==> src/rtl/led_cube_pkg.sv <==
// Shared types and constants for the 8x8x8 LED cube animation path.
package led_cube_pkg;

  localparam int unsigned CUBE_DIM    = 8;
  localparam int unsigned FRAME_BYTES = 64;

  typedef enum logic [2:0] {
    IDLE    = 3'd0,
    LOAD    = 3'd1,
    SHOW    = 3'd2,
    PAUSED  = 3'd3,
    ADVANCE = 3'd4
  } seq_state_e;

  typedef enum logic [1:0] {
    LOOP     = 2'd0,
    ONCE     = 2'd1,
    PINGPONG = 2'd2
  } seq_mode_e;

endpackage

==> src/rtl/led_cube_frame_timer.sv <==
// Saturating frame-period counter; load samples a new period and restarts from 0.
module led_cube_frame_timer #(
  parameter int unsigned TICK_W = 21
) (
  input  logic              clk,
  input  logic              rst_n,
  input  logic              clear,
  input  logic              load,
  input  logic              en,
  input  logic [TICK_W-1:0] period,
  output logic              expired_c
);

  logic [TICK_W-1:0] count_q;
  logic [TICK_W-1:0] period_q;

  assign expired_c = (count_q == period_q - TICK_W'(1));

  always_ff @(posedge clk or negedge rst_n) begin
    if (!rst_n) begin
      count_q  <= '0;
      period_q <= TICK_W'(1);
    end else if (load) begin
      count_q  <= '0;
      period_q <= period;
    end else if (clear) begin
      count_q  <= '0;
    end else if (en && !expired_c) begin
      count_q  <= count_q + TICK_W'(1);
    end
  end

endmodule

==> src/rtl/led_cube_anim_sequencer.sv <==
// Animation sequencer: steps frames of the selected animation and handshakes the frame driver.
// Optional build macro LED_SEQ_AUTOCYCLE_EN: LOOP wrap advances to the next animation.
module led_cube_anim_sequencer
  import led_cube_pkg::*;
#(
  parameter  int unsigned NUM_ANIM    = 5,
  parameter  int unsigned FRAMES      = 150,
  parameter  int unsigned FRAME_TICKS = 1500000,
  parameter  int unsigned TICK_W      = 21,
  localparam int unsigned ANIM_W      = (NUM_ANIM > 1) ? $clog2(NUM_ANIM) : 1,
  localparam int unsigned FRAME_W     = (FRAMES > 1) ? $clog2(FRAMES) : 1
) (
  input  logic               clk,
  input  logic               rst_n,
  input  logic               start,
  input  logic               stop,
  input  logic               pause,
  input  logic               step,
  input  logic [1:0]         mode,
  input  logic [ANIM_W-1:0]  anim_req,
  input  logic [TICK_W-1:0]  speed_ticks,
  input  logic               frame_done,
  output logic               frame_start,
  output logic               frame_stop,
  output logic [ANIM_W-1:0]  anim_sel,
  output logic [FRAME_W-1:0] frame_idx,
  output logic               busy,
  output logic               seq_done,
  output logic [2:0]         state_dbg
);

  localparam logic [FRAME_W-1:0] LAST_FRAME = FRAME_W'(FRAMES - 1);

  seq_state_e         state_q, state_d;
  logic               ret_pause_q, ret_pause_d;
  logic [ANIM_W-1:0]  anim_sel_q, anim_sel_d;
  logic [FRAME_W-1:0] frame_idx_q, frame_idx_d;
  logic               dir_q, dir_d;
  logic               done_seen_q, done_seen_d;
  logic               frame_start_q, frame_start_d;
  logic               frame_stop_q, frame_stop_d;
  logic               seq_done_q, seq_done_d;
  logic               busy_q;

  seq_mode_e          mode_c;
  logic [TICK_W-1:0]  period_c;
  logic               last_c, first_c, anim_switch_c;
  logic               tmr_clear_c, tmr_load_c, tmr_en_c, tmr_expired_c;

  assign mode_c   = (mode == 2'd3) ? LOOP : seq_mode_e'(mode);
  assign period_c = (speed_ticks == '0) ? TICK_W'(FRAME_TICKS) : speed_ticks;
  assign last_c   = (frame_idx_q == LAST_FRAME);
  assign first_c  = (frame_idx_q == '0);

  led_cube_frame_timer #(.TICK_W(TICK_W)) u_timer (
    .clk      (clk),
    .rst_n    (rst_n),
    .clear    (tmr_clear_c),
    .load     (tmr_load_c),
    .en       (tmr_en_c),
    .period   (period_c),
    .expired_c(tmr_expired_c)
  );

  // Next-state, next-frame and pulse generation
  always_comb begin
    state_d       = state_q;
    ret_pause_d   = ret_pause_q;
    anim_sel_d    = anim_sel_q;
    frame_idx_d   = frame_idx_q;
    dir_d         = dir_q;
    done_seen_d   = done_seen_q;
    frame_start_d = 1'b0;
    frame_stop_d  = 1'b0;
    seq_done_d    = 1'b0;
    tmr_clear_c   = 1'b0;
    tmr_load_c    = 1'b0;
    tmr_en_c      = 1'b0;
`ifdef LED_SEQ_AUTOCYCLE_EN
    anim_switch_c = 1'b0;
`else
    anim_switch_c = (anim_req != anim_sel_q);
`endif

    if (stop && (state_q != IDLE)) begin
      state_d      = IDLE;
      frame_stop_d = 1'b1;
      frame_idx_d  = '0;
    end else begin
      case (state_q)
        IDLE: begin
          tmr_clear_c = 1'b1;
          if (start && !stop) state_d = LOAD;
        end
        LOAD: begin
          anim_sel_d    = anim_req;
          frame_idx_d   = '0;
          dir_d         = 1'b0;
          done_seen_d   = 1'b0;
          ret_pause_d   = 1'b0;
          tmr_load_c    = 1'b1;
          frame_start_d = 1'b1;
          state_d       = SHOW;
        end
        SHOW: begin
          tmr_en_c = 1'b1;
          if (frame_done) done_seen_d = 1'b1;
          if (pause) begin
            state_d = PAUSED;
          end else if (tmr_expired_c && done_seen_q) begin
            state_d     = ADVANCE;
            ret_pause_d = 1'b0;
          end
        end
        PAUSED: begin
          if (frame_done) done_seen_d = 1'b1;
          if (!pause) begin
            state_d = SHOW;
          end else if (step) begin
            state_d     = ADVANCE;
            ret_pause_d = 1'b1;
          end
        end
        ADVANCE: begin
          tmr_load_c    = 1'b1;
          done_seen_d   = 1'b0;
          frame_start_d = 1'b1;
          state_d       = ret_pause_q ? PAUSED : SHOW;
          if (anim_switch_c) begin
            anim_sel_d  = anim_req;
            frame_idx_d = '0;
            dir_d       = 1'b0;
          end else begin
            case (mode_c)
              ONCE: begin
                if (last_c) begin
                  state_d       = IDLE;
                  frame_start_d = 1'b0;
                  frame_stop_d  = 1'b1;
                  seq_done_d    = 1'b1;
                end else begin
                  frame_idx_d = frame_idx_q + FRAME_W'(1);
                end
              end
              // Endpoints shown once: direction flips while stepping away from them
              PINGPONG: begin
                if (!dir_q) begin
                  if (last_c) begin
                    dir_d       = 1'b1;
                    frame_idx_d = first_c ? '0 : frame_idx_q - FRAME_W'(1);
                  end else begin
                    frame_idx_d = frame_idx_q + FRAME_W'(1);
                  end
                end else begin
                  if (first_c) begin
                    dir_d       = 1'b0;
                    frame_idx_d = last_c ? '0 : frame_idx_q + FRAME_W'(1);
                  end else begin
                    frame_idx_d = frame_idx_q - FRAME_W'(1);
                  end
                end
              end
              default: begin
                if (last_c) begin
                  frame_idx_d = '0;
`ifdef LED_SEQ_AUTOCYCLE_EN
                  anim_sel_d  = (anim_sel_q == ANIM_W'(NUM_ANIM - 1)) ? '0
                                                                      : anim_sel_q + ANIM_W'(1);
`endif
                end else begin
                  frame_idx_d = frame_idx_q + FRAME_W'(1);
                end
              end
            endcase
          end
        end
        default: state_d = IDLE;
      endcase
    end
  end

  always_ff @(posedge clk or negedge rst_n) begin
    if (!rst_n) begin
      state_q       <= IDLE;
      ret_pause_q   <= 1'b0;
      anim_sel_q    <= '0;
      frame_idx_q   <= '0;
      dir_q         <= 1'b0;
      done_seen_q   <= 1'b0;
      frame_start_q <= 1'b0;
      frame_stop_q  <= 1'b0;
      seq_done_q    <= 1'b0;
      busy_q        <= 1'b0;
    end else begin
      state_q       <= state_d;
      ret_pause_q   <= ret_pause_d;
      anim_sel_q    <= anim_sel_d;
      frame_idx_q   <= frame_idx_d;
      dir_q         <= dir_d;
      done_seen_q   <= done_seen_d;
      frame_start_q <= frame_start_d;
      frame_stop_q  <= frame_stop_d;
      seq_done_q    <= seq_done_d;
      busy_q        <= (state_d != IDLE);
    end
  end

  assign frame_start = frame_start_q;
  assign frame_stop  = frame_stop_q;
  assign anim_sel    = anim_sel_q;
  assign frame_idx   = frame_idx_q;
  assign busy        = busy_q;
  assign seq_done    = seq_done_q;
  assign state_dbg   = state_q;

endmodule

==> config.mk <==
export PLATFORM = sky130hd
export DESIGN_NAME = led_cube_anim_sequencer
export DESIGN_NICKNAME = d
export VERILOG_FILES = /design/src/rtl/led_cube_pkg.sv /design/src/rtl/led_cube_frame_timer.sv /design/src/rtl/led_cube_anim_sequencer.sv
export SDC_FILE = /design/constraint.sdc
export NUM_CORES = 1
export LEC_CHECK = 0
export BUFFER_PORTS_ARGS = -buffer_cell sky130_fd_sc_hd__buf_2
export CORE_MARGIN = 3
export CORE_UTILIZATION = 59
export CTS_BUF_LIST = sky130_fd_sc_hd__clkbuf_16
export DETAILED_ROUTE_END_ITERATION = 6
export PLACE_DENSITY_LB_ADDON = 0.15
export SYNTH_ARGS = -nofsm -noshare
export SYNTH_HDL_FRONTEND = slang
export SYNTH_SLANG_ARGS = --single-unit
==> constraint.sdc <==
create_clock -name clk -period 3.7 [get_ports clk]
set_input_delay 1.11 -clock clk [delete_from_list [all_inputs] [get_ports clk]]
set_output_delay 1.11 -clock clk [all_outputs]
set_load 0.05 [all_outputs]
==> summary.md <==
| Metric | Value |
|---|---|
| Routed wire length | about 11 mm |
| Gate power share | 36.2% |
| Post-route ant nets | 0 |
| Antenna diode count | 0 |
| Post-synthesis simple-gate area fraction | 25.6% |
| GPL Wtd Cong | between 0.9 and 1 |
| # IOs | 51 |
| Hold bufs inserted after CTS | 0 |
| # rows | 30 |
| Placeable Area | 0.00691 sq mm |
| Worst rel slew slack | between 40% and 50% |
| Register share of total power | roughly 36% |
| Switching share of total power | roughly two fifths |
| Drc violations | 0 |
| Top cell family by delay on the critical path | simple AND/OR/NAND/NOR gates |
| WP data arrival | 3320 ps |
| Vias | 4054 |
| CTS HTree Levels | 3 |
| Skew final | approximately 6.3 ps |
| Status | complete, no violations |
| Netlist Area Pre-Place | around 0.0043 sq mm |
| CTS tree | yes |
| Main combinational cell family by area after synthesis | simple AND/OR/NAND/NOR gates |
| Post-route setup TNS | 0 ps |
| Startpoint Class | flop |
| EDFF count, synth | 0 |
| Final setup fails | 0 |
| Mapped Nets | 525 |
| Mux share of post-synthesis cell area | 4.57% |
| Share of cells above drive strength 1 | between 10% and 20% |
| Starting Density | 61.9% |
| Fin nets | 563 |
| Avg Vias per Cell | 6.51 |
| Pre-antenna DRT Iters | 5 |
| R2R Setup Slk | 620 ps |
| Final max-slew violation count | 0 |
| Largest net degree at the start of global routing | 64 |
| Pleak | 2.03 nW |
| Cell area power density | roughly 650 mW/mm^2 |
| Die Area | 0.00830 sq mm |
| Global-route usage over all layers | 26.4% |
| Distinct cell type count after synthesis | 64 |
| Clock Latency Late Sink | 320 ps |
| Worst slew pin tran | 810 ps |
| Setup ws final | slightly above 600 ps |
| Xor/xnor share of the synthesized area | 5.12% |
| Max Freq | 325 MHz |
| Compound-gate portion of the synthesized area | 20.6% |
| Min Tclk post-route | 3080 ps |
| Port Buf Inserts | 50 |
| Slowest cell on the critical path | or4_1 |
| Die span in x | 91.1 um |
| Clk pwr share | between 20 and 30% |
| Clk pin slew, worst setup/hold paths | around 50 ps |
| Root buffer cell | clkbuf_16 |
| Post-DP HPWL | 7.59 mm |
| DR iter-0 viols | between 300 and 400 |
| Final Hold Viols | 0 |
| Setup CP Type | flop to flop |
| Adder-cell share of the synthesized area | 2.34% |
| Internal cell power | roughly 0.0019 W |
| Routed wire per std cell | 17.2 um |
| CTS sink cnt | 63 |
| Post-synthesis async set-or-reset flop share | 100% |
| Num CTS Buffers | 9 |
| Max Cap Viol | 0 |
| Post-synthesis cell count | 484 |
| Vias in the first global route | 3709 |
| Fin crit share | 83.2% |
| Seq cells post-synth | 63 |
| Post-CTS resize count | 0 |
| CP bufs+invs | 2 |
| CP Max Fanout | 30 |
| Critical path capture point type | flop |
| Place WS | 642 ps |
| Layout area overhead | 13.9% |
| Worst path max stage delay | about 530 ps |
| Die H | 91.1 um |
| Initial antenna violation count | 0 |
| Crit path required time | just under 4000 ps |
| Maximum vdd drop | 0.000488 V |
| RSZ-0062 raised after global routing | no |
| Switch Pwr | 0.00125 W |
| Postcts setup bufs | 0 |
| HP Class | flop to flop |
| Sequential share of the synthesized area | roughly 37% |
| Mapped Avg Cell Area | 8.83 sq um |
| Global-route wire length before repair | approximately 18 mm |
| Crit-path cells | inv_1 -> ha_1 -> or3b_1 -> or4_4 -> o21ai_1 -> nand2_1 -> nand4b_2 -> o21ai_2 -> buf_4 -> or4_1 -> a21oi_1 |
| Grt ovf | 0 |
| Clk buf depth | 2 |
| Synthesis Warnings | 0 |
| Most used flip-flop cell after synthesis | dfrtp_1 |
-- cell families (layout without fill, tap and decap cells) --
group | after synthesis | in the layout
muxes | 18 | 18
DFF | 63 | 63
adders and majority gates | 8 | 8
and+or+nand+nor | 191 | 191
AOI/OAI and AO/OA | 129 | 129
xor gates and xnor gates | 25 | 25
buffers and inverters | 50 | 93
-- sequential cells by signal (all words and copies together), names as in the netlist, 3 cells and up --
name              flops
u_timer.count_q      21
state_dbg             3
frame_idx             8
anim_sel              3
u_timer.period_q     21
-- tightest hold or removal path: cells and delay by family (launching register included) --
family / cells / cell delay [ps]
compound gates: 2 / 120
flops: 1 / 350
-- Yosys cell counts, types with 3 or more instances --
master | number | area (sq um)
mux2_2 | 12 | 135
a22oi_1 | 3 | 22.5
a221oi_1 | 5 | 43.8
a21oi_1 | 26 | 130
and3_1 | 9 | 56.3
a22o_1 | 4 | 35.0
o22a_1 | 10 | 87.6
o31ai_1 | 16 | 120
xor2_1 | 13 | 114
o21ai_0 | 22 | 110
a211o_1 | 3 | 26.3
nor4_1 | 11 | 68.8
nand2_1 | 36 | 135
dfrtp_1 | 62 | 1550
a31oi_1 | 6 | 37.5
xnor2_1 | 12 | 105
clkbuf_1 | 22 | 82.6
nor4b_1 | 5 | 43.8
or2_2 | 5 | 31.3
o41ai_1 | 3 | 26.3
inv_1 | 23 | 86.3
mux2i_1 | 6 | 60.1
a31o_2 | 3 | 26.3
nand3_1 | 21 | 105
o211ai_1 | 10 | 75.1
nor2_1 | 31 | 116
nor3_1 | 19 | 95.1
nand4_1 | 9 | 56.3
or4_1 | 12 | 90.1
nand3b_1 | 3 | 22.5
ha_1 | 8 | 100
nand4b_1 | 3 | 26.3
or3_1 | 11 | 68.8
nor3b_1 | 3 | 22.5
-- power groups by stage --
stage          Sequential (W)  Combinational, W  Clock [W]
2_1_floorplan         0.00114          0.000897          0
5_1_grt               0.00119           0.00126   0.000911
6_report              0.00115           0.00115   0.000872
3_3_place_gp          0.00114           0.00111          0
4_1_cts               0.00115           0.00115   0.000880
3_5_place_dp          0.00116           0.00114          0
-- through the flow --
step | instances | hold slack, ps | total power [W] | utilization [%] | cell area [sq um]
5_1_grt | 623 | 529 | 0.00336 | 70.5 | 4870
6_report | 623 | 502 | 0.00317 | 70.5 | 4870
4_1_cts | 623 | 503 | 0.00317 | 70.5 | 4870
3_3_place_gp | 607 | 485 | 0.00225 | 66.0 | 4560
3_5_place_dp | 607 | 491 | 0.00229 | 66.0 | 4560
2_1_floorplan | 484 | 462 | 0.00203 | - | 4270
-- layout make-up --
class	count	area [sq um]
timing repair buffer	54	280
sequential	63	1580
multi-input combinational	371	2490
clock inverter	7	81.3
fill	542	2040
inverter	23	86.3
clock buffer	9	225
tap	96	120
-- layer usage --
metal / share of wire [%] / vias to the layer above / global-route usage, %
met5: 0 / - / 0
met3: 7.7 / 16 / 3.73
li1: - / 1920 / -
met4: 1.2 / 0 / 7.91
met2: 45 / 202 / 39.3
met1: 46 / 1916 / 40.0
-- cells in the final DEF (no fill, tap or decap), drive strengths merged, types with 6 or more instances in the layout --
master  Yosys  routed
or4        14      14
o22a       10      10
nand2      36      36
nand3      22      22
nor3       20      20
nor2       31      31
o211ai     10      10
o21ai      25      25
clkbuf     22       9
nor4       12      12
a21oi      26      26
or3        11      11
xnor2      12      12
mux2       12      12
nand4       9       9
inv        23      26
o31ai      16      16
dfrtp      62      62
buf         5      54
xor2       13      13
ha          8       8
and3        9       9
mux2i       6       6
a31oi       6       6
-- final timing paths --
check | from | end | cells after the start
max | u_timer.period_q[1]$_DFFE_PN0P_ | u_timer.count_q[13]$_DFFE_PN0P_ | 11
min | ret_pause_q$_DFFE_PN0P_ | ret_pause_q$_DFFE_PN0P_ | 2
max reg2reg | u_timer.period_q[1]$_DFFE_PN0P_ | u_timer.count_q[13]$_DFFE_PN0P_ | 11
min reg2reg | ret_pause_q$_DFFE_PN0P_ | ret_pause_q$_DFFE_PN0P_ | 2
max in group asynchronous | rst_n | u_timer.period_q[10]$_DFFE_PN0P_ | 2
min in group asynchronous | rst_n | u_timer.count_q[3]$_DFFE_PN0P_ | 2
Power figures use the tool's default switching activity.
